<file path="src/rtl/bus_b_split_arbiter.sv">
// ---------------------------------------------------------------------------
// bus_b_split_arbiter
// Purpose: grants bus B to two initiators (0 = bridge initiator, 1 = local
// bus-B initiator) with round-robin fairness. One split transaction can be
// parked at a time. The split target gives the bus up with i_split_ack and
// later takes it back with i_split_req to return data to the parked
// initiator. A watchdog revokes a grant that is held too long.
//
// Ports:
//   i_clk            clock, rising edge
//   i_rst            asynchronous active-high reset
//   i_req[1:0]       per-initiator request level
//   i_txn_done       pulse: current bus transaction finished
//   i_split_ack      pulse: addressed target splits the current transaction
//   i_split_req      level: split target ready to return parked data
//   o_grant[1:0]     one-hot (or zero) initiator grant, registered
//   o_split_grant    bus granted to the split target for data return
//   o_owner_id       initiator currently granted (split owner in return)
//   o_bus_busy       high while OWNED or SPLIT_RETURN
//   o_split_pending  a split transaction is parked
//   o_timeout_pulse  pulse: watchdog revoked a grant
//   o_split_overflow pulse: split_ack while a split was already parked
// ---------------------------------------------------------------------------
module bus_b_split_arbiter #(
  parameter int TIMEOUT_CYCLES = 1024
) (
  input  logic       i_clk,
  input  logic       i_rst,
  input  logic [1:0] i_req,
  input  logic       i_txn_done,
  input  logic       i_split_ack,
  input  logic       i_split_req,
  output logic [1:0] o_grant,
  output logic       o_split_grant,
  output logic       o_owner_id,
  output logic       o_bus_busy,
  output logic       o_split_pending,
  output logic       o_timeout_pulse,
  output logic       o_split_overflow
);

  // A zero timeout would give a zero-width counter; keep at least one bit.
  localparam int CW = (TIMEOUT_CYCLES == 0) ? 1 : $clog2(TIMEOUT_CYCLES + 1);
  localparam logic [CW-1:0] TO_VAL = CW'(TIMEOUT_CYCLES);

  typedef enum logic [1:0] {
    ST_IDLE         = 2'd0,
    ST_OWNED        = 2'd1,
    ST_SPLIT_RETURN = 2'd2
  } state_t;

  state_t        r_state;
  logic          r_owner;
  logic          r_last_owner;
  logic          r_split_owner;
  logic [CW-1:0] r_cnt;
  logic [1:0]    r_grant;
  logic          r_split_grant;
  logic          r_owner_id;
  logic          r_bus_busy;
  logic          r_split_pending;
  logic          r_timeout_pulse;
  logic          r_split_overflow;

  logic [1:0]    w_elig;
  logic          w_pick;
  logic [CW-1:0] w_cnt_inc;
  logic          w_timeout;
  logic          w_owned_exit;

  // The parked initiator is never re-granted until its data has returned.
  genvar gi;
  generate
    for (gi = 0; gi < 2; gi++) begin : g_elig
      assign w_elig[gi] = i_req[gi] && !(r_split_pending && (r_split_owner == 1'(gi)));
    end
  endgenerate

  // On a tie, the initiator that did not own the bus last time wins.
  assign w_pick = (w_elig == 2'b11) ? ~r_last_owner : w_elig[1];

  assign w_cnt_inc = (r_cnt == {CW{1'b1}}) ? r_cnt : r_cnt + CW'(1);
  // The count after this edge reaching the limit means the grant has been
  // high for exactly TIMEOUT_CYCLES cycles when it drops.
  assign w_timeout = (TIMEOUT_CYCLES != 0) && (w_cnt_inc >= TO_VAL);

  assign w_owned_exit = i_split_ack || i_txn_done || !i_req[r_owner] || w_timeout;

  always_ff @(posedge i_clk or posedge i_rst) begin
    if (i_rst) begin
      r_state          <= ST_IDLE;
      r_owner          <= 1'b0;
      r_last_owner     <= 1'b1;
      r_split_owner    <= 1'b0;
      r_cnt            <= '0;
      r_grant          <= 2'b00;
      r_split_grant    <= 1'b0;
      r_owner_id       <= 1'b0;
      r_bus_busy       <= 1'b0;
      r_split_pending  <= 1'b0;
      r_timeout_pulse  <= 1'b0;
      r_split_overflow <= 1'b0;
    end else begin
      r_timeout_pulse  <= 1'b0;
      r_split_overflow <= 1'b0;
      case (r_state)
        ST_IDLE: begin
          r_cnt <= '0;
          if (r_split_pending && i_split_req) begin
            r_state       <= ST_SPLIT_RETURN;
            r_grant       <= {r_split_owner, ~r_split_owner};
            r_split_grant <= 1'b1;
            r_owner_id    <= r_split_owner;
            r_bus_busy    <= 1'b1;
          end else if (|w_elig) begin
            r_state    <= ST_OWNED;
            r_owner    <= w_pick;
            r_grant    <= {w_pick, ~w_pick};
            r_owner_id <= w_pick;
            r_bus_busy <= 1'b1;
          end
        end

        ST_OWNED: begin
          r_cnt <= w_cnt_inc;
          if (w_owned_exit) begin
            r_state      <= ST_IDLE;
            r_grant      <= 2'b00;
            r_owner_id   <= 1'b0;
            r_bus_busy   <= 1'b0;
            r_cnt        <= '0;
            r_last_owner <= r_owner;
            if (i_split_ack) begin
              // Only one split can be parked; a second one ends as if done.
              if (!r_split_pending) begin
                r_split_pending <= 1'b1;
                r_split_owner   <= r_owner;
              end else begin
                r_split_overflow <= 1'b1;
              end
            end else if (!i_txn_done && i_req[r_owner]) begin
              // Nothing else ended the transaction: watchdog revocation.
              r_timeout_pulse <= 1'b1;
            end
          end
        end

        ST_SPLIT_RETURN: begin
          r_cnt <= w_cnt_inc;
          // split_req dropping and split_ack are ignored here.
          if (i_txn_done || w_timeout) begin
            r_state         <= ST_IDLE;
            r_grant         <= 2'b00;
            r_split_grant   <= 1'b0;
            r_owner_id      <= 1'b0;
            r_bus_busy      <= 1'b0;
            r_split_pending <= 1'b0;
            r_cnt           <= '0;
            r_last_owner    <= r_split_owner;
            r_timeout_pulse <= !i_txn_done;
          end
        end

        default: begin
          r_state       <= ST_IDLE;
          r_grant       <= 2'b00;
          r_split_grant <= 1'b0;
          r_bus_busy    <= 1'b0;
          r_cnt         <= '0;
        end
      endcase
    end
  end

  assign o_grant          = r_grant;
  assign o_split_grant    = r_split_grant;
  assign o_owner_id       = r_owner_id;
  assign o_bus_busy       = r_bus_busy;
  assign o_split_pending  = r_split_pending;
  assign o_timeout_pulse  = r_timeout_pulse;
  assign o_split_overflow = r_split_overflow;

endmodule

</file>
<file path="config.mk">
export PLATFORM = sky130hd
export DESIGN_NAME = bus_b_split_arbiter
export DESIGN_NICKNAME = d
export VERILOG_FILES = /design/src/rtl/bus_b_split_arbiter.sv
export SDC_FILE = /design/constraint.sdc
export NUM_CORES = 1
export LEC_CHECK = 0
export ABC_AREA = 0
export CAP_MARGIN = 20
export CORE_UTILIZATION = 55
export DETAILED_ROUTE_END_ITERATION = 6
export PLACE_DENSITY = 0.78
export SETUP_SLACK_MARGIN = 0.2
export SLEW_MARGIN = 0
export SYNTH_ARGS = -nofsm -noshare
export SYNTH_HDL_FRONTEND = slang
export SYNTH_SLANG_ARGS = --single-unit
</file>
<file path="constraint.sdc">
create_clock -name i_clk -period 2.72 [get_ports i_clk]
set_clock_uncertainty 0.15 [all_clocks]
set_input_delay 0.408 -clock i_clk [delete_from_list [all_inputs] [get_ports i_clk]]
set_output_delay 0.408 -clock i_clk [all_outputs]
set_load 0.01 [all_outputs]
</file>
Yosys cells after proc, flatten, opt, wreduce, memory -nomap -nowiden
Cells that the tools add are included.
{"block": "classes", "mux": 40, "reduce_logical": 25, "addsub": 1, "eq_ne": 9, "n_lt_le_gt_ge": 2, "bitwise_logic": 6}
{"cell": "two-way mux 11 bit", "n": 3}
{"cell": "two-way mux 1 bit", "n": 22}
{"cell": "one-hot mux 11 bit (2 select lines)", "n": 1}
{"cell": "two-way mux 2 bit", "n": 6}
{"cell": "one-hot mux 2 bit (3 select lines)", "n": 2}
{"cell": "AND reduction 3 bit", "n": 4}
{"cell": "AND reduction 4 bit", "n": 3}
{"cell": "adder 11 x 1 -> 11 bit (second input constant)", "n": 1}
{"cell": "== test 11 bit (second input constant)", "n": 1}
{"cell": "greater-or-equal comparator 11 bit (second input constant)", "n": 1}
{"cell": "one-hot mux 1 bit (3 select lines)", "n": 3}
{"cell": "inequality test 2 bit (second input constant)", "n": 4}
{"cell": "logical AND 1 bit", "n": 6}
{"cell": "inverter 1 bit", "n": 6}
{"cell": "one-hot mux 1 bit (2 select lines)", "n": 3}
{"cell": "== test 2 bit (second input constant)", "n": 2}
{"cell": "logical NOT 1 bit", "n": 4}
{"cell": "logical OR 1 bit", "n": 4}
{"cell": "inequality test 3 bit (second input constant)", "n": 1}
{"cell": "nonzero test 3 bit", "n": 1}
{"cell": "== test 2 x 1 -> 1 bit (second input constant)", "n": 1}
{"cell": "logical NOT 2 bit", "n": 1}
{"cell": "less-than comparator 1 x 2 -> 1 bit (second input constant)", "n": 1}
{"cell": "nonzero test 2 bit", "n": 1}
{"cell": "OR reduction 2 bit", "n": 1}
{"block": "totals", "output_inout_bits": 8, "input_bits": 7, "regBits": 24, "wordCells": 95}

Longest topological paths before layout
Gate-level depths: netlist (run 1).
{"block": "depth", "ltp_word": 10, "ltp_mapped": 6, "depth_no_buf": 6}

Least setup slack after synthesis (run 1)
Ideal clock, no wire load.
{"block": "synth_timing", "kind": "register to register", "from": "register r_state[1]", "to": "register r_owner_id (netlist: o_owner_id)", "path_slack_ns": 0.843, "setup_time_ns": 0.128, "n_path_buf": 0, "period_less_slack_ns": 1.877, "arrival_time_ns": 1.600, "stages_incl_launch_ff": 7, "t_required_ns": 2.442, "cell_sequence": "dfrtp_1 > inv_1 > ha_1 > nand2b_1 > o31ai_4 > a221oi_2 > mux2_1"}
{"block": "synth_between", "elab_chain_cells": 3, "word_cells_on_any_way": 9, "classes_between": "eq/ne (5); mux (1); reduce/logical (3)"}
{"element": "start, declared", "line": "52", "source": "state_t r_state;"}
{"element": "start signal, assigned", "line": "91", "source": "r_state <= ST_IDLE;"}
{"element": "start signal, assigned", "line": "110", "source": "r_state <= ST_SPLIT_RETURN;"}
{"element": "start signal, assigned", "line": "116", "source": "r_state <= ST_OWNED;"}
{"element": "== test 2 bit (tied with other cells)", "line": "106", "source": "case (r_state)"}
{"element": "inequality test 2 bit (no source line) (tied with other cells)"}
{"element": "AND reduction 4 bit (no source line)"}
{"element": "end signal, assigned", "line": "113", "source": "r_owner_id <= r_split_owner;"}
{"element": "end signal, assigned", "line": "119", "source": "r_owner_id <= w_pick;"}
{"element": "end, declared", "line": "59", "source": "logic r_owner_id;"}
Parallel ways exist; a longest one is shown, timed or not.
A chain may end at the register's enable or synchronous reset.

Worst setup path in the final report (run 1)
{"block": "layout_timing", "from": "register r_state[1]", "to": "register r_cnt[2]"}
{"block": "layout_between", "elab_chain_cells": 2, "word_cells_on_any_way": 3, "classes_between": "eq/ne (2); mux (1)"}
{"element": "== test 2 bit / == test 2 x 1 -> 1 bit (equally long branches)", "line": "106"}
{"element": "one-hot mux 11 bit (2 select lines) *", "line": "106"}
{"element": "end signal, assigned", "line": "125", "source": "r_cnt <= w_cnt_inc;"}
{"element": "end signal, assigned", "line": "149", "source": "r_cnt <= w_cnt_inc;"}
{"element": "end, declared", "line": "56", "source": "logic [CW-1:0] r_cnt;"}
Every way passes the cells marked *; elsewhere a longest branch is shown, timed or not.

==> run_results.csv, run 1 <==
group,metric,value,unit
status,result_of_the_run,"complete, no violations",
timing,min_period_over_period,78.0,%
die,io-pin-count,15,
drt,detail_route.drc_violations,0,
cells_and_area,finalNonFillerCells,176,
grt,pin_count_of_the_biggest_net_entering_global_routing,25,
clock_tree,clock-root-buffer,"sky130_fd_sc_hd__clkbuf_4",
timing,slew_violations,0,
synthesis,ys_ff_latch,24,
drt,drt_first_pass_iters,4,
setup_path,critical_path.top_delay_family,"compound AO/OA/AOI/OAI gates",
clock_tree,tritoncts_clock_tree,"built",
setup_path,reg_to_reg_start,"r_state[1]$_DFFE_PP0P_",
setup_path,cpMaxStageDelayCell,"sky130_fd_sc_hd__dfrtp_1",
power,combinationalPowerShare,44.7,%
place,hpwl,1960,um
cells_and_area,insertedDiodeCount,0,
timing,fmaxAchievable,471,MHz
power,seqPwrFrac,43.1,%
timing,hold_viol_final,0,
synthesis,synth_top_area_cell,"sky130_fd_sc_hd__dfrtp_1",
die,core,0.00228,sq mm
die,die_y,51.8,um
power,leakagePower,0.651,nW
power,switching_share,37.0,%
cells_and_area,largest_register_ff_count,11,
clock_tree,cts_repair_resize_count,0,
synthesis,postSynthCellCount,132,
place,dpl-instance-area,0.00153,sq mm
power,power.total,1.25,mW
clock_tree,holdBufCountCts,0,
timing,final.min_clock_period,2120,ps
timing,setup_total_negative_slack,0,ps
synthesis,synthFlopType,"sky130_fd_sc_hd__dfrtp_1",
drt,detailedRoute.firstIterationViolations,18,
place,portBuffers,14,
setup_path,worstSetupEndpointType,"register",
grt,global_route.usage.total,22.1,%
synthesis,avgSynthCellArea,10.4,sq um
clock_tree,htree_num_levels,1,
die,chipWidth,51.8,um
drt,drt-total-wl,2530,um
setup_path,maximum_net_fanout_on_the_critical_path,10,
setup_path,largest_incremental_delay_on_the_critical_path,440,ps
setup_path,worst_endpoint_data_arrival_time,2200,ps
setup_path,setup.reg_to_reg.worst_slack,600,ps
clock_tree,clock_path_buffers,2,
synthesis,netlist.area_leader.share,42.1,%
power,maximum_resistive_drop_on_vdd,637,uV
synthesis,post_synth_main_area_contributors,"sky130_fd_sc_hd__dfrtp_1, sky130_fd_sc_hd__ha_1, sky130_fd_sc_hd__nor2_1",
cells_and_area,post_route_cells_drive_above_1_share,8.78,%
cells_and_area,final-seq-area,602,sq um
grt,grt_pass1_wl,4370,um
power,pwr-share-clk,12.2,%
place,placed_cells_incl_taps,172,
setup_path,worstSetupPathType,"reg -> reg",
setup_path,crit_path_cell_trace,"inv_1 -> ha_1 -> nand2b_1 -> o31ai_4 -> nand3_2 -> a21oi_1",
timing,unrepaired_setup_endpoints_after_global_routing,"false",
setup_path,reg2reg_depth,6,
clock_tree,post_cts.repair.setup_buffers,0,
clock_tree,clock_pin_slew_on_the_worst_setup_and_hold_paths,120,ps
cells_and_area,areaGrowthSynthToFinish,13.9,%
drt,vias,1036,
setup_path,critPathLaunchType,"register",
timing,report.final.setup_viol,0,
grt,grt_overflow,0,
drt,post_drt_wl_per_cell,14.4,um
power,switchingPower,462,uW
drt,postRouteAntennaNets,0,
power,pwr_density_cell,802,mW/mm^2
clock_tree,clock_sink_count,24,
setup_path,r2r_end,"r_cnt[2]$_DFF_PP0_",
cells_and_area,finish.net_count,161,
synthesis,synth_area,0.00137,sq mm
cells_and_area,top_register,"r_cnt",
setup_path,critPathBufInv,1,
die,num_rows,17,
clock_tree,worst_skew_pair.late_latency,300,ps
flow_run,timing.max_cap.violations,0,
grt,number_of_global_route_vias_before_repair,1010,
place,finalWeightedCongestion,0.827,
clock_tree,cts-buffers-inserted,3,
synthesis,yosys_warnings,0,
synthesis,synth.net_count,144,
die,initial_core_utilization,60.0,%
drt,avgViaCountPerCell,5.89,
synthesis,yosysSeqAreaShare,44.0,%
synthesis,synth_enable_flop_cells,0,
die,dieArea,0.00269,sq mm
cells_and_area,final_design_area_no_fill,0.00156,sq mm
setup_path,cp.required,2790,ps
grt,number_of_antenna_violations_at_the_first_check_in_global_routing,0,
cells_and_area,multi_input_comb_area,723,sq um
power,intPower,786,uW
synthesis,synthDistinctLibCells,49,
hold_path,timing.hold.worst.class,"in -> async",
synthesis,synthArstFlopShare,100,%
cells_and_area,fill_cells,183,
==> power by group through the flow <==
| stage | Clock (mW) | Sequential (mW) | Combinational (mW) |
|---|---|---|---|
| 2_1_floorplan | 0 | 0.532 | 0.382 |
| 3_3_place_gp | 0 | 0.541 | 0.558 |
| 3_5_place_dp | 0 | 0.546 | 0.559 |
| 4_1_cts | 0.161 | 0.538 | 0.561 |
| 5_1_grt | 0.171 | 0.550 | 0.618 |
| 6_report | 0.152 | 0.538 | 0.558 |
==> worst max-delay path by stage <==
stage / startpoint / to / slack, ps / cells past startpoint
after global placement: i_req[0] / o_owner_id$_DFFE_PP0P_ / 470 / 5
after CTS: r_state[1]$_DFFE_PP0P_ / r_cnt[2]$_DFF_PP0_ / 590 / 6
after floorplan: r_state[1]$_DFFE_PP0P_ / o_owner_id$_DFFE_PP0P_ / 840 / 6
after detailed placement: i_req[0] / r_cnt[2]$_DFF_PP0_ / 420 / 5
final: r_state[1]$_DFFE_PP0P_ / r_cnt[2]$_DFF_PP0_ / 600 / 6
after global routing: r_state[1]$_DFFE_PP0P_ / r_cnt[2]$_DFF_PP0_ / 380 / 6
==> cell usage after synthesis (2+ instances only) <==
master                      number
sky130_fd_sc_hd__nand3_1         6
sky130_fd_sc_hd__dfrtp_1        23
sky130_fd_sc_hd__nand4_1         3
sky130_fd_sc_hd__or3_1           2
sky130_fd_sc_hd__a21oi_1         7
sky130_fd_sc_hd__nand3b_1        2
sky130_fd_sc_hd__nand2b_1        2
sky130_fd_sc_hd__nand2_1         8
sky130_fd_sc_hd__xnor2_1         3
sky130_fd_sc_hd__inv_1           6
sky130_fd_sc_hd__nor2b_1         2
sky130_fd_sc_hd__nor3_1          2
sky130_fd_sc_hd__mux2i_1         2
sky130_fd_sc_hd__and2_1          2
sky130_fd_sc_hd__a31oi_1         3
sky130_fd_sc_hd__o21ai_0         5
sky130_fd_sc_hd__nor2_1         11
sky130_fd_sc_hd__o2bb2ai_1       2
sky130_fd_sc_hd__clkbuf_1        2
sky130_fd_sc_hd__xor2_1          4
sky130_fd_sc_hd__ha_1            5
sky130_fd_sc_hd__and3_1          3
==> through the flow <==
| stage | hold WS (ps) | util, % | setup WS (ps) |
|---|---|---|---|
| after detailed placement | 329 | 67.2 | 422 |
| after CTS | 271 | 68.4 | 592 |
| after global routing | 302 | 68.4 | 376 |
| after global placement | 321 | 67.2 | 469 |
| final | 275 | 68.4 | 598 |
| after floorplan | 272 | - | 843 |
==> cells by family (layout without fill, tap and decap cells) <==
logic type | count (synthesis) | after routing | synth area share, %
XOR/XNOR | 7 | 7 | 4.49
AND/OR/NAND/NOR | 50 | 50 | 20.4
flip-flops | 24 | 24 | 44.0
adder cells (fa/ha/maj) | 5 | 5 | 4.58
multiplexers | 4 | 4 | 3.11
AO/OA/AOI/OAI | 32 | 32 | 20.1
buffers and inverters | 9 | 25 | 3.02
other | 1 | 1 | 0.274
==> cell usage in the layout, fill, tap and decap left out, types with 2 or more instances in the layout <==
cell / Yosys / routed
sky130_fd_sc_hd__nand2_1: 8 / 8
sky130_fd_sc_hd__nor3_1: 2 / 2
sky130_fd_sc_hd__a21oi_1: 7 / 7
sky130_fd_sc_hd__mux2i_1: 2 / 2
sky130_fd_sc_hd__and2_1: 2 / 2
sky130_fd_sc_hd__a31oi_1: 3 / 3
sky130_fd_sc_hd__xor2_1: 4 / 4
sky130_fd_sc_hd__o2bb2ai_1: 2 / 2
sky130_fd_sc_hd__xnor2_1: 3 / 3
sky130_fd_sc_hd__clkdlybuf4s50_1: 0 / 14
sky130_fd_sc_hd__clkbuf_4: 0 / 3
sky130_fd_sc_hd__nor2b_1: 2 / 2
sky130_fd_sc_hd__nor2_1: 11 / 11
sky130_fd_sc_hd__o21ai_0: 5 / 5
sky130_fd_sc_hd__or3_1: 2 / 2
sky130_fd_sc_hd__nand2b_1: 2 / 2
sky130_fd_sc_hd__nand4_1: 3 / 3
sky130_fd_sc_hd__inv_1: 6 / 6
sky130_fd_sc_hd__ha_1: 5 / 5
sky130_fd_sc_hd__nand3_1: 6 / 6
sky130_fd_sc_hd__dfrtp_1: 23 / 23
sky130_fd_sc_hd__nand3b_1: 2 / 2
sky130_fd_sc_hd__and3_1: 3 / 3
==> routing by layer <==
layer | track usage [%] | up-vias | share of wire, %
li1 | - | 521 | -
met1 | 28.1 | 498 | 48
met2 | 36.8 | 15 | 49
met3 | 3.80 | 2 | 2.7
met4 | 9.91 | 0 | 0.67
met5 | 0 | - | 0
==> area by class of cell <==
type,instances,area share (%)
multi-input combinational,99,46.5
sequential,24,38.7
clock buffer,4,1.69
tap,28,2.25
inverter,6,1.45
timing repair buffer,15,9.49
==> worst min-delay path: stages <==
cell and delay, ps:
sky130_fd_sc_hd__clkdlybuf4s50_1 390, sky130_fd_sc_hd__inv_1 50, sky130_fd_sc_hd__buf_4 290
(Power assumes the default switching activity.)
==> run 2: changes to the inputs <==
==> constraint.sdc (replaced) <==
create_clock -name i_clk -period 2.2 [get_ports i_clk]
set_clock_uncertainty 0.15 [all_clocks]
set_input_delay 0.33 -clock i_clk [delete_from_list [all_inputs] [get_ports i_clk]]
set_output_delay 0.33 -clock i_clk [all_outputs]
set_load 0.01 [all_outputs]
==> run 2 against run 1 <==
Net effect: setup slack worse by 420 ps; first-iteration DRC count up 78%; die area is the same; wire length grew 25%; critical path type unchanged; critical path depth increased by 1; clock-buffer cell count decreased by 1; cell area up 11%; register-to-register slack worse by 420 ps; cell count grew 9.1%; global-route usage is 3.5 points higher; via count increased by 9.7%; sequential power rose by 22%.
==> run_results.csv, run 2 (synthesis results as in run 1) <==
group,metric,value,unit
status,result_of_the_run,"complete, no violations",
grt,number_of_antenna_violations_at_the_first_check_in_global_routing,0,
setup_path,critPathLaunchType,"register",
place,dpl-instance-area,0.00160,sq mm
cells_and_area,insertedDiodeCount,0,
grt,number_of_global_route_vias_before_repair,1103,
timing,unrepaired_setup_endpoints_after_global_routing,"true",
place,placed_cells_incl_taps,181,
clock_tree,clock_path_buffers,2,
timing,timing_worst_slew_pin_value,519,ps
drt,detail_route.drc_violations,0,
clock_tree,htree_num_levels,1,
timing,fmaxAchievable,496,MHz
place,portBuffers,14,
cells_and_area,post_route_cells_drive_above_1_share,20.7,%
drt,detailedRoute.firstIterationViolations,32,
hold_path,timing.hold.worst.class,"in -> async",
die,dieArea,0.00269,sq mm
cells_and_area,postLayoutCoreUtil,75.8,%
drt,postRouteAntennaNets,0,
setup_path,worstSetupEndpointType,"register",
setup_path,cp.required,2260,ps
cells_and_area,largest_register_ff_count,11,
cells_and_area,most_frequent_standard_cell_in_the_layout_excluding_fill_and_tap_cells,"sky130_fd_sc_hd__dfrtp_1",
die,core,0.00228,sq mm
clock_tree,clock_pin_slew_on_the_worst_setup_and_hold_paths,140,ps
power,intPower,1.17,mW
timing,timing.max_slew.rel_slack,64.9,%
timing,report.final.setup_viol,0,
clock_tree,clock_sink_count,24,
power,pwr-share-clk,17.7,%
cells_and_area,finish.net_count,177,
timing,hold_viol_final,0,
place,hpwl,2210,um
setup_path,maximum_net_fanout_on_the_critical_path,5,
power,pwr_density_cell,1060,mW/mm^2
place,finalWeightedCongestion,0.876,
clock_tree,clock-root-buffer,"sky130_fd_sc_hd__clkbuf_4",
cells_and_area,top_register,"r_cnt",
timing,final.min_clock_period,2020,ps
setup_path,worst_endpoint_data_arrival_time,2070,ps
die,chipWidth,51.8,um
cells_and_area,final_design_area_no_fill,0.00172,sq mm
grt,pin_count_of_the_biggest_net_entering_global_routing,25,
power,seqPwrFrac,36.0,%
power,leakagePower,0.736,nW
cells_and_area,layout_common_cells,"sky130_fd_sc_hd__dfrtp_1, sky130_fd_sc_hd__buf_4, sky130_fd_sc_hd__clkdlybuf4s50_1",
timing,min_period_over_period,91.7,%
die,initial_core_utilization,60.0,%
cells_and_area,finalNonFillerCells,192,
power,combinationalPowerShare,46.4,%
flow_run,timing.max_cap.violations,0,
grt,grt_overflow,0,
die,io-pin-count,15,
drt,post_drt_wl_per_cell,16.5,um
power,switching_share,35.8,%
timing,setup_total_negative_slack,0,ps
drt,drt_first_pass_iters,4,
die,num_rows,17,
cells_and_area,areaGrowthSynthToFinish,26.2,%
clock_tree,tritoncts_clock_tree,"built",
die,die_y,51.8,um
drt,vias,1136,
clock_tree,worst_skew_pair.late_latency,320,ps
power,power.total,1.82,mW
drt,drt-total-wl,3160,um
grt,global_route.usage.total,25.6,%
timing,slew_violations,0,
drt,avgViaCountPerCell,5.92,
grt,grt_pass1_wl,5060,um
power,maximum_resistive_drop_on_vdd,829,uV
power,switchingPower,652,uW
clock_tree,holdBufCountCts,0,
setup_path,worstSetupPathType,"reg -> reg",
clock_tree,cts-buffers-inserted,3,
run 2: cell count changes in the layout (fill, tap and decap cells not counted):
cell,change
sky130_fd_sc_hd__clkbuf_1,-1
sky130_fd_sc_hd__bufinv_16,+1
sky130_fd_sc_hd__ha_4,+1
sky130_fd_sc_hd__and3_4,+1
sky130_fd_sc_hd__and3_1,-1
sky130_fd_sc_hd__ha_1,-2
sky130_fd_sc_hd__ha_2,+1
sky130_fd_sc_hd__dfrtp_1,-1
sky130_fd_sc_hd__dfrtp_2,+1
sky130_fd_sc_hd__buf_4,+16
run 2: worst paths after layout:
kind	end	slack (ps)	start	cells past startpoint
max	o_owner_id$_DFFE_PP0P_	180	r_state[0]$_DFFE_PP0P_	7
min in group i_clk	o_bus_busy$_DFFE_PP0P_	360	o_bus_busy$_DFFE_PP0P_	1
max in group asynchronous	r_last_owner$_DFFE_PP1P_	1440	i_rst	3
min	r_state[0]$_DFFE_PP0P_	180	i_rst	3
max reg2reg	o_owner_id$_DFFE_PP0P_	180	r_state[0]$_DFFE_PP0P_	7
min reg2reg	o_bus_busy$_DFFE_PP0P_	360	o_bus_busy$_DFFE_PP0P_	1
run 2: repair_timing:
action	CTS	global route
endpoints found under the hold margin	0	0
resized for setup	2	3
buffers inserted	2	5
pin swaps	1	3
setup endpoints to repair	8	6
gates cloned	0	0
run 2: layer usage:
metal	GRT usage, %	vias up	wire length, um
met5	0	-	0
met4	12.2	0	35
met1	32.3	549	1390
met3	2.05	4	79
li1	-	554	-
met2	44.0	29	1660
run 2: area by class of cell:
type | count | area, sq um
clock buffer | 3 | 22.5
clock inverter | 1 | 30.0
fill | 152 | 552
inverter | 6 | 22.5
multi-input combinational | 99 | 743
sequential | 24 | 603
tap | 28 | 35.0
timing repair buffer | 31 | 268
run 2: power groups by stage:
stage | combinational (mW) | clock [mW] | sequential, mW
2_1_floorplan | 0.472 | 0 | 0.657
3_3_place_gp | 0.756 | 0 | 0.652
3_5_place_dp | 0.784 | 0 | 0.658
4_1_cts | 0.794 | 0.319 | 0.651
5_1_grt | 0.920 | 0.341 | 0.666
6_report | 0.844 | 0.322 | 0.655
run 2: worst max-delay path, cell delays in order (launching register included):
cell,delay (ps)
sky130_fd_sc_hd__dfrtp_1,410
sky130_fd_sc_hd__inv_1,80
sky130_fd_sc_hd__ha_2,200
sky130_fd_sc_hd__nand2b_1,150
sky130_fd_sc_hd__o31ai_4,110
sky130_fd_sc_hd__buf_4,170
sky130_fd_sc_hd__a221oi_2,270
sky130_fd_sc_hd__mux2_1,350
run 2: per-stage QoR:
stage,worst slack [ps],hold slack [ps]
2_1_floorplan,323,194
3_3_place_gp,56.0,323
3_5_place_dp,7.07,331
4_1_cts,204,192
5_1_grt,137,221
6_report,182,178
==> run 3: changes to the inputs <==
--- a/config.mk
+++ b/config.mk
@@ -7,9 +7,10 @@
 export LEC_CHECK = 0
 export ABC_AREA = 0
 export CAP_MARGIN = 20
+export CORE_MARGIN = 10
 export CORE_UTILIZATION = 55
 export DETAILED_ROUTE_END_ITERATION = 6
-export PLACE_DENSITY = 0.78
+export PLACE_DENSITY = 0.84
 export SETUP_SLACK_MARGIN = 0.2
 export SLEW_MARGIN = 0
 export SYNTH_ARGS = -nofsm -noshare
==> run 3 against run 2 <==
Net effect: wire length grew 2.5%; global-route usage shrank 13 points; maximum frequency grew 1.7%; sequential share of layout area grew 1.2 points; cell count shrank 0.52%; via count shrank 0.44%; critical path type unchanged; die area grew 82%; core utilization shrank 7.2 points; non-clock buffer count shrank 3.
==> run_results.csv, run 3 (synthesis results as in run 1) <==
group,metric,value,unit
setup_path,critPathLaunchType,"register",
die,num_rows,18,
grt,number_of_global_route_vias_before_repair,1124,
cells_and_area,largest_register_ff_count,11,
status,result_of_the_run,"complete, no violations",
timing,min_period_over_period,90.2,%
die,die_y,69.8,um
grt,global_route.usage.met2,21.2,%
die,initial_core_utilization,56.2,%
timing,timing.max_slew.rel_slack,62.8,%
setup_path,cp.required,2270,ps
place,dpl-instance-area,0.00155,sq mm
drt,drt-total-wl,3240,um
timing,setup_total_negative_slack,0,ps
timing,unrepaired_setup_endpoints_after_global_routing,"true",
setup_path,r2r_end,"o_owner_id$_DFFE_PP0P_",
grt,grt_overflow,0,
timing,timing_worst_slew_pin_value,550,ps
power,maximum_resistive_drop_on_vdd,813,uV
setup_path,worstSetupEndpointType,"register",
cells_and_area,post_route_cells_drive_above_1_share,18.6,%
grt,grt_pass1_wl,5180,um
hold_path,timing.hold.worst.class,"in -> async",
cells_and_area,top_register,"r_cnt",
drt,vias,1131,
cells_and_area,finish.net_count,174,
timing,report.final.setup_viol,0,
clock_tree,cts-buffers-inserted,3,
drt,postRouteAntennaNets,0,
die,chipWidth,69.8,um
die,dieArea,0.00488,sq mm
grt,pin_count_of_the_biggest_net_entering_global_routing,25,
cells_and_area,layout_common_cells,"sky130_fd_sc_hd__dfrtp_1, sky130_fd_sc_hd__clkdlybuf4s50_1, sky130_fd_sc_hd__buf_4",
cells_and_area,postLayoutCoreUtil,68.6,%
setup_path,worst_endpoint_data_arrival_time,2050,ps
grt,gr-usage-met1,14.2,%
clock_tree,worst_skew_pair.late_latency,320,ps
timing,hold_viol_final,0,
flow_run,timing.max_cap.violations,0,
cells_and_area,insertedDiodeCount,0,
timing,fmaxAchievable,504,MHz
drt,post_drt_wl_per_cell,17.0,um
place,placed_cells_incl_taps,176,
setup_path,setup.reg_to_reg.worst_slack,220,ps
power,pwr_density_cell,1020,mW/mm^2
grt,gr-max-usage-layer,"met2",
timing,slew_violations,0,
grt,grt_util_met3,2.72,%
clock_tree,clock_path_buffers,2,
setup_path,reg2reg_depth,6,
place,finalWeightedCongestion,0.947,
timing,layout_setup_ws,215,ps
setup_path,worstSetupPathType,"reg -> reg",
place,hpwl,2250,um
place,place_ws,-30.4,ps
clock_tree,tritoncts_clock_tree,"built",
die,io-pin-count,15,
die,core,0.00243,sq mm
cells_and_area,finalNonFillerCells,191,
setup_path,maximum_net_fanout_on_the_critical_path,6,
clock_tree,clock_sink_count,24,
drt,drt_first_pass_iters,4,
clock_tree,clock-root-buffer,"sky130_fd_sc_hd__clkbuf_4",
timing,final.min_clock_period,1980,ps
clock_tree,htree_num_levels,1,
setup_path,reg_to_reg_start,"r_state[0]$_DFFE_PP0P_",
cells_and_area,most_frequent_standard_cell_in_the_layout_excluding_fill_and_tap_cells,"sky130_fd_sc_hd__dfrtp_1",
drt,detailedRoute.firstIterationViolations,100,
drt,avgViaCountPerCell,5.92,
cells_and_area,final_design_area_no_fill,0.00167,sq mm
grt,number_of_antenna_violations_at_the_first_check_in_global_routing,0,
cells_and_area,areaGrowthSynthToFinish,22.1,%
drt,detail_route.drc_violations,0,
power,leakagePower,0.708,nW
grt,global_route.usage.total,12.6,%
clock_tree,clock_pin_slew_on_the_worst_setup_and_hold_paths,130,ps
place,portBuffers,14,
[run 3: cell types whose count changed in the layout (fill, tap and decap cells not counted), sizes merged]
cell,before,now
clkbuf,3,4
bufinv,1,0
buf,17,14
[run 3: how the worst max path moves through the flow]
| stage | startpoint | end | slack, ps | depth (start not counted) |
|---|---|---|---|---|
| 2_1_floorplan | r_state[1]$_DFFE_PP0P_ | o_owner_id$_DFFE_PP0P_ | 320 | 6 |
| 3_3_place_gp | i_txn_done | o_owner_id$_DFFE_PP0P_ | 70 | 5 |
| 4_1_cts | r_state[0]$_DFFE_PP0P_ | o_owner_id$_DFFE_PP0P_ | 200 | 6 |
| 3_5_place_dp | i_req[1] | o_owner_id$_DFFE_PP0P_ | -30 | 5 |
| 6_report | r_state[0]$_DFFE_PP0P_ | o_owner_id$_DFFE_PP0P_ | 220 | 6 |
| 5_1_grt | r_state[0]$_DFFE_PP0P_ | o_owner_id$_DFFE_PP0P_ | 160 | 6 |
[run 3: per-layer routing]
layer  part of all wire (%)  vias to the layer above
met4                    2.7                        0
met3                    4.3                        9
met5                      0                        -
li1                       -                      544
met1                     42                      544
met2                     51                       34
[run 3: through the flow]
stage	power, mW	hold WS, ps
2_1_floorplan	1.13	194
3_3_place_gp	1.38	315
3_5_place_dp	1.41	341
4_1_cts	1.63	192
5_1_grt	1.80	210
6_report	1.69	192
[run 3: critical path, cell delays in order (launching register included)]
cell and delay, ps:
sky130_fd_sc_hd__dfrtp_1 430, sky130_fd_sc_hd__buf_4 150, sky130_fd_sc_hd__ha_1 210, sky130_fd_sc_hd__nand2b_1 160, sky130_fd_sc_hd__o31ai_4 110, sky130_fd_sc_hd__a221oi_2 320
sky130_fd_sc_hd__mux2_1 350
[run 3: repair_timing]
| action | in CTS | in global routing |
|---|---|---|
| endpoints found under the setup margin | 14 | 7 |
| setup buffers | 4 | 7 |
| gates resized for setup | 2 | 2 |
| hold endpoints to repair | 0 | 0 |
| pin swaps | 1 | 2 |
| hold buffers | 0 | 0 |
[run 3: power by group]
group | switching, mW | internal, mW | leakage, nW
combinational | 0.395 | 0.420 | 0.381
sequential | 0.119 | 0.554 | 0.313
clock | 0.136 | 0.0711 | 0.0150
[run 3: area by class of cell]
| class | instances | area (sq um) |
|---|---|---|
| Fill cell | 178 | 764 |
| Multi-Input combinational cell | 99 | 733 |
| Sequential cell | 24 | 603 |
| Timing Repair Buffer | 28 | 245 |
| Tap cell | 30 | 37.5 |
| Clock buffer | 4 | 26.3 |
| Inverter | 6 | 22.5 |
